[config.mk]
export PLATFORM = sky130hd
export DESIGN_NAME = split_route_ctrl
export DESIGN_NICKNAME = d
export VERILOG_FILES = /design/src/rtl/split_route_ctrl.sv
export SDC_FILE = /design/constraint.sdc
export NUM_CORES = 1
export LEC_CHECK = 0
export ABC_AREA = 1
export CAP_MARGIN = 10
export CORE_UTILIZATION = 52
export CTS_BUF_LIST = sky130_fd_sc_hd__clkbuf_4
export DETAILED_ROUTE_END_ITERATION = 6
export PLACE_DENSITY = 0.88
export SYNTH_ARGS = -nofsm -noshare
export SYNTH_HDL_FRONTEND = slang
export SYNTH_SLANG_ARGS = --single-unit
[constraint.sdc]
create_clock -name clk -period 3.34 [get_ports clk]
set_clock_uncertainty 0.05 [all_clocks]
set_input_delay 1.002 -clock clk [delete_from_list [all_inputs] [get_ports clk]]
set_output_delay 1.002 -clock clk [all_outputs]
set_load 0.01 [all_outputs]
[src/rtl/split_route_ctrl.sv]
// Sequencer for a 1-to-2 CSP split: accepts 4-phase upstream flits, routes each packet
// by its head-flit destination, and issues paired data/select tokens to the split.
module split_route_ctrl #(
  parameter int                WIDTH   = 16,
  parameter int                ADDR_W  = 4,
  parameter logic [ADDR_W-1:0] MY_ADDR = '0,
  parameter int                CNT_W   = 8
) (
  input  logic             clk,
  input  logic             reset,
  input  logic             in_req,
  output logic             in_ack,
  input  logic [WIDTH-1:0] in_data,
  output logic             out_req,
  input  logic             out_ack,
  output logic [WIDTH-1:0] out_data,
  output logic             sel_req,
  input  logic             sel_ack,
  output logic             sel_data,
  output logic [CNT_W-1:0] pkt_cnt0,
  output logic [CNT_W-1:0] pkt_cnt1,
  output logic             drop_err,
  output logic             hdr_err,
  output logic             busy,
  output logic [1:0]       dbg_state
);

  // Handshakes: every channel is 4-phase. A req rises with its data already stable,
  // the receiver raises ack, req falls, then ack falls; data holds until that final fall.

  typedef enum logic [1:0] {IDLE = 2'd0, SEND = 2'd1, RTZ = 2'd2, DROP = 2'd3} state_t;

  localparam logic [CNT_W-1:0] CNT_ONE = {{(CNT_W-1){1'b0}}, 1'b1};

  state_t           state, state_nx;
  logic             oack_seen, sack_seen, pkt_open, route;
  logic             oack_seen_nx, sack_seen_nx, pkt_open_nx, route_nx;
  logic             in_ack_nx, out_req_nx, sel_req_nx, sel_data_nx;
  logic [WIDTH-1:0] out_data_nx;
  logic [CNT_W-1:0] pkt_cnt0_nx, pkt_cnt1_nx;
  logic             drop_err_nx, hdr_err_nx, busy_nx;

  logic in_head, dest_route, both_acked, rtz_done;

  assign in_head    = in_data[WIDTH-1];
  assign dest_route = (in_data[ADDR_W-1:0] != MY_ADDR);
  // Acks may arrive in different cycles; each is remembered once seen.
  assign both_acked = (oack_seen | out_ack) & (sack_seen | sel_ack);
  assign rtz_done   = !out_ack && !sel_ack && !in_req;
  assign dbg_state  = state;

  always_ff @(posedge clk or negedge reset) begin
    if (!reset) state <= IDLE;
    else        state <= state_nx;
  end

  always_comb begin
    state_nx = state;
    case (state)
      IDLE: if (in_req) state_nx = (in_head || pkt_open) ? SEND : DROP;
      SEND: if (both_acked) state_nx = RTZ;
      RTZ:  if (rtz_done) state_nx = IDLE;
      DROP: if (!in_req) state_nx = IDLE;
      default: state_nx = IDLE;
    endcase
  end

  always_comb begin
    oack_seen_nx = oack_seen;
    sack_seen_nx = sack_seen;
    pkt_open_nx  = pkt_open;
    route_nx     = route;
    in_ack_nx    = in_ack;
    out_req_nx   = out_req;
    sel_req_nx   = sel_req;
    sel_data_nx  = sel_data;
    out_data_nx  = out_data;
    pkt_cnt0_nx  = pkt_cnt0;
    pkt_cnt1_nx  = pkt_cnt1;
    drop_err_nx  = 1'b0;
    hdr_err_nx   = 1'b0;
    case (state)
      IDLE: begin
        if (in_req) begin
          if (in_head || pkt_open) begin
            out_data_nx  = in_data;
            out_req_nx   = 1'b1;
            sel_req_nx   = 1'b1;
            oack_seen_nx = 1'b0;
            sack_seen_nx = 1'b0;
            sel_data_nx  = route;
            if (in_head) begin
              route_nx    = dest_route;
              sel_data_nx = dest_route;
              hdr_err_nx  = pkt_open;
              pkt_open_nx = 1'b1;
            end
          end else begin
            in_ack_nx   = 1'b1;
            drop_err_nx = 1'b1;
          end
        end
      end
      SEND: begin
        oack_seen_nx = oack_seen | out_ack;
        sack_seen_nx = sack_seen | sel_ack;
        if (both_acked) begin
          out_req_nx = 1'b0;
          sel_req_nx = 1'b0;
          in_ack_nx  = 1'b1;
        end
      end
      RTZ: begin
        if (rtz_done) begin
          in_ack_nx = 1'b0;
          // A tail closes the packet; the count goes to the output it used.
          if (out_data[WIDTH-2]) begin
            pkt_open_nx = 1'b0;
            if (route) pkt_cnt1_nx = pkt_cnt1 + CNT_ONE;
            else       pkt_cnt0_nx = pkt_cnt0 + CNT_ONE;
          end
        end
      end
      DROP: if (!in_req) in_ack_nx = 1'b0;
      default: ;
    endcase
    busy_nx = (state_nx != IDLE) || pkt_open_nx;
  end

  always_ff @(posedge clk or negedge reset) begin
    if (!reset) begin
      oack_seen <= 1'b0;
      sack_seen <= 1'b0;
      pkt_open  <= 1'b0;
      route     <= 1'b0;
      in_ack    <= 1'b0;
      out_req   <= 1'b0;
      sel_req   <= 1'b0;
      sel_data  <= 1'b0;
      out_data  <= '0;
      pkt_cnt0  <= '0;
      pkt_cnt1  <= '0;
      drop_err  <= 1'b0;
      hdr_err   <= 1'b0;
      busy      <= 1'b0;
    end else begin
      oack_seen <= oack_seen_nx;
      sack_seen <= sack_seen_nx;
      pkt_open  <= pkt_open_nx;
      route     <= route_nx;
      in_ack    <= in_ack_nx;
      out_req   <= out_req_nx;
      sel_req   <= sel_req_nx;
      sel_data  <= sel_data_nx;
      out_data  <= out_data_nx;
      pkt_cnt0  <= pkt_cnt0_nx;
      pkt_cnt1  <= pkt_cnt1_nx;
      drop_err  <= drop_err_nx;
      hdr_err   <= hdr_err_nx;
      busy      <= busy_nx;
    end
  end

endmodule

==> PnR_summary.wiki <==
{| class="wikitable"
! Metric !! Value
|-
| Element type at the critical path start || register
|-
| Slowest library cell on the worst path || clkdlybuf4s50_1
|-
| Antenna Diode Count || 0
|-
| Yosys warns || 0
|-
| Violation count after the first detailed-routing iteration || roughly 110
|-
| CP Cell Sequence || clkdlybuf4s50_1
|-
| Setup violators final || 0
|-
| TritonCTS Buffers || 5
|-
| Avg Vias per Cell || 4.785
|-
| Post-synthesis cell area || slightly above 0.002 mm^2
|-
| Setup repair after global routing missed its margin || no
|-
| Initial standard-cell utilization of the core || a little over half
|-
| Data arrival at the endpoint of the critical path || roughly 1.4 ns
|-
| Actual transition at the worst max-transition pin || between 0.9 and 1 ns
|-
| Data required time at the worst endpoint || 2.29 ns
|-
| Post-synthesis average cell area || around 8.0 um^2
|-
| Master cell of the clock root buffer || clkbuf_4
|-
| Number of buffers added to fix hold violations after cts || 0
|-
| Relative max-transition margin || between 30% and 40%
|-
| Maximum clock path buffer count || 2
|-
| DR vias || 1756
|-
| Height of the die || about 64 um
|-
| Number of distinct library cells after synthesis || 22
|-
| CTS tree || built
|-
| Clock latency at the later pin of the worst-skew pair || 0.34 ns
|-
| Gates resized, CTS repair || 0
|-
| Critical path endpoint category || output port
|-
| Initial antenna violation count || 0
|-
| Final antenna-violating net count || 0
|-
| Post-CTS Repair Setup Buffers || 0
|-
| Die width || between 60 and 70 um
|-
| Clock period minus worst slack || roughly 2.4 ns
|-
| Number of global-route vias before repair || 1708
|-
| Area delta synth->final || 34.83%
|-
| Routed len/inst || between 10 and 15 um
|-
| Synthesized netlist net count || between 200 and 300
|-
| Final clock period utilization by the worst path || approximately 73%
|-
| Pin count of the biggest net entering global routing || 44
|-
| Final WL || between 4000 and 5000 um
|-
| Final Hold Fails || 0
|-
| Sequential element share of the synthesized area || between 50 and 60%
|-
| Final total power || 1.856 mW
|-
| Power density over the cells || between 600 and 700 mW/mm^2
|-
| Status || complete, no violations
|-
| Residual DRC || 0
|-
| Count of buffering cells on the critical path with inverters included || 1
|-
| Fraction of layout cells with a size suffix above 1 || 5.016%
|-
| Category of cells accounting for the largest share of critical-path delay || buffers and inverters
|-
| Cells after synthesis || around 250
|-
| Max IR drop VDD || 0.0004823 V
|-
| Maximum clock frequency || ~410 MHz
|-
| RePlAce Congestion || between 0.8 and 0.9
|-
| Floorplan core area || about 0.0037 mm^2
|-
| Detailed-router iteration count before antenna repair || 4
|-
| Max Slew Vio Count || 0
|-
| Boundary Pins || 62
|-
| Wire length of the first global-routing pass || 7238 um
|-
| Reported max-cap violation count || 0
|-
| Peak per-stage delay on the critical path || 0.59 ns
|-
| Remaining global-route overflow || 0
|-
| CTS sink cnt || 43
|-
| DP HPWL || between 3000 and 4000 um
|-
| All-Layer GR Usage || 22.98%
|-
| Type of the worst setup path || reg2out
|-
| Count of buffers from port buffering || slightly above 60
|-
| H-tree depth || 2
|-
| Largest fanout on the critical path || 5
|-
| FF+latch count, synth || 43
|-
| Min-Delay Path Class || reg2reg
|-
| Die Outline Area || about 0.0041 mm^2
|-
| Reg clk slew, reported paths || ~0.12 ns
|-
| Leakage power of the design || between 1 and 1.5 nW
|-
| Setup_tns || 0 ns
|-
| Nets@finish || ~340
|-
| Number of placement rows || 22
|}
## worst paths after layout
check                      cells past startpoint                  endpoint                     start  slack, ns
hold / removal                                 2  out_data[15]$_DFFE_PN0P_  out_data[15]$_DFFE_PN0P_       0.44
hold reg to reg                                2  out_data[15]$_DFFE_PN0P_  out_data[15]$_DFFE_PN0P_       0.44
max in group asynchronous                      1   out_data[3]$_DFFE_PN0P_                     reset       1.95
min in group asynchronous                      1   pkt_cnt0[6]$_DFFE_PN0P_                     reset       0.72
setup / recovery                               1              dbg_state[1]    dbg_state[1]$_DFF_PN0_       0.91
setup reg to reg                               5  out_data[14]$_DFFE_PN0P_    dbg_state[0]$_DFF_PN0_       1.72
## cell type report
cell class | instances | area, um^2
fillers | 292 | 975.9
clock buffers | 6 | 45.04
well taps | 48 | 60.06
clock inverters | 2 | 7.507
multi-input cells | 178 | 809.5
flip-flops and latches | 43 | 1076
inverters | 29 | 108.9
repair buffers | 61 | 605.6
## sequential cells by signal, indices dropped and copies added (netlist names), 2 cells and up
| signal | flops |
|---|---|
| out_data | 16 |
| pkt_cnt0 | 8 |
| pkt_cnt1 | 8 |
| dbg_state | 2 |
## per-layer routing
layer  up-vias  share of wire (%)  wire (um)  track usage (%)
li1        902                  -          -                -
met1       796                 43       1754            26.97
met2        53                 51       2098            41.22
met3         5                5.4        221            5.000
met4         0                1.2         48            8.056
met5         -                  0          0                0
## placed cells by master, fill, tap and decap left out, drive strengths merged
| cell | n |
|---|---|
| nand3b | 2 |
| a31oi | 1 |
| dfrtp | 43 |
| buf | 1 |
| clkinv | 2 |
| nor3 | 1 |
| nand3 | 13 |
| inv | 29 |
| ha | 2 |
| o21ai | 6 |
| nor2 | 10 |
| xnor2 | 6 |
| xor2 | 3 |
| nor4 | 1 |
| clkdlybuf4s50 | 60 |
| o2bb2ai | 1 |
| nand4 | 3 |
| nand2 | 129 |
| clkbuf | 6 |
## synth_stat cells (all sizes together)
| cell type | n | area share (%) |
|---|---|---|
| a31oi | 1 | 0.31 |
| buf | 3 | 0.87 |
| dfrtp | 43 | 53 |
| ha | 2 | 1.2 |
| inv | 29 | 5.4 |
| nand2 | 129 | 24 |
| nand3 | 13 | 3.7 |
| nand3b | 2 | 0.75 |
| nand4 | 3 | 0.93 |
| nor2 | 10 | 2.1 |
| nor3 | 1 | 0.81 |
| nor4 | 1 | 0.31 |
| o21ai | 6 | 1.5 |
| o2bb2ai | 1 | 0.44 |
| xnor2 | 6 | 2.6 |
| xor2 | 3 | 1.3 |
## report_power, final
part	internal, mW	switching [mW]
logic	0.402	0.410
registers	0.682	0.118
clock network	0.0864	0.158
## worst reg2reg max path, cell delays in order (launching register included)
cell,delay [ns]
dfrtp_1,0.45
nor2_2,0.19
nand3_2,0.35
inv_2,0.34
nand2_1,0.10
nand2_1,0.08
## per-stage QoR
step | instance area (um^2) | setup slack, ns | util [%] | std cells | hold slack (ns)
global placement | 2660 | 0.7469 | 72.12 | 359 | 0.4061
CTS | 2713 | 0.8888 | 73.54 | 367 | 0.4463
finish | 2713 | 0.9072 | 73.54 | 367 | 0.4418
floorplan | 2012 | 1.480 | - | 253 | 0.4369
detailed placement | 2660 | 0.7207 | 72.12 | 359 | 0.4154
global route | 2713 | 0.8322 | 73.54 | 367 | 0.4704
## logic make-up (layout without fill, tap and decap cells)
logic type                 Yosys count  after routing  share of synthesized area, %
xor gates and xnor gates             9              9                         3.918
DFF                                 43             43                         53.48
AOI/OAI and AO/OA                    8              8                         2.239
adders and majority gates            2              2                         1.244
buffers and inverters               32             98                         6.281
and+or+nand+nor                    159            159                         32.84
Power figures use the tool's default switching activity.
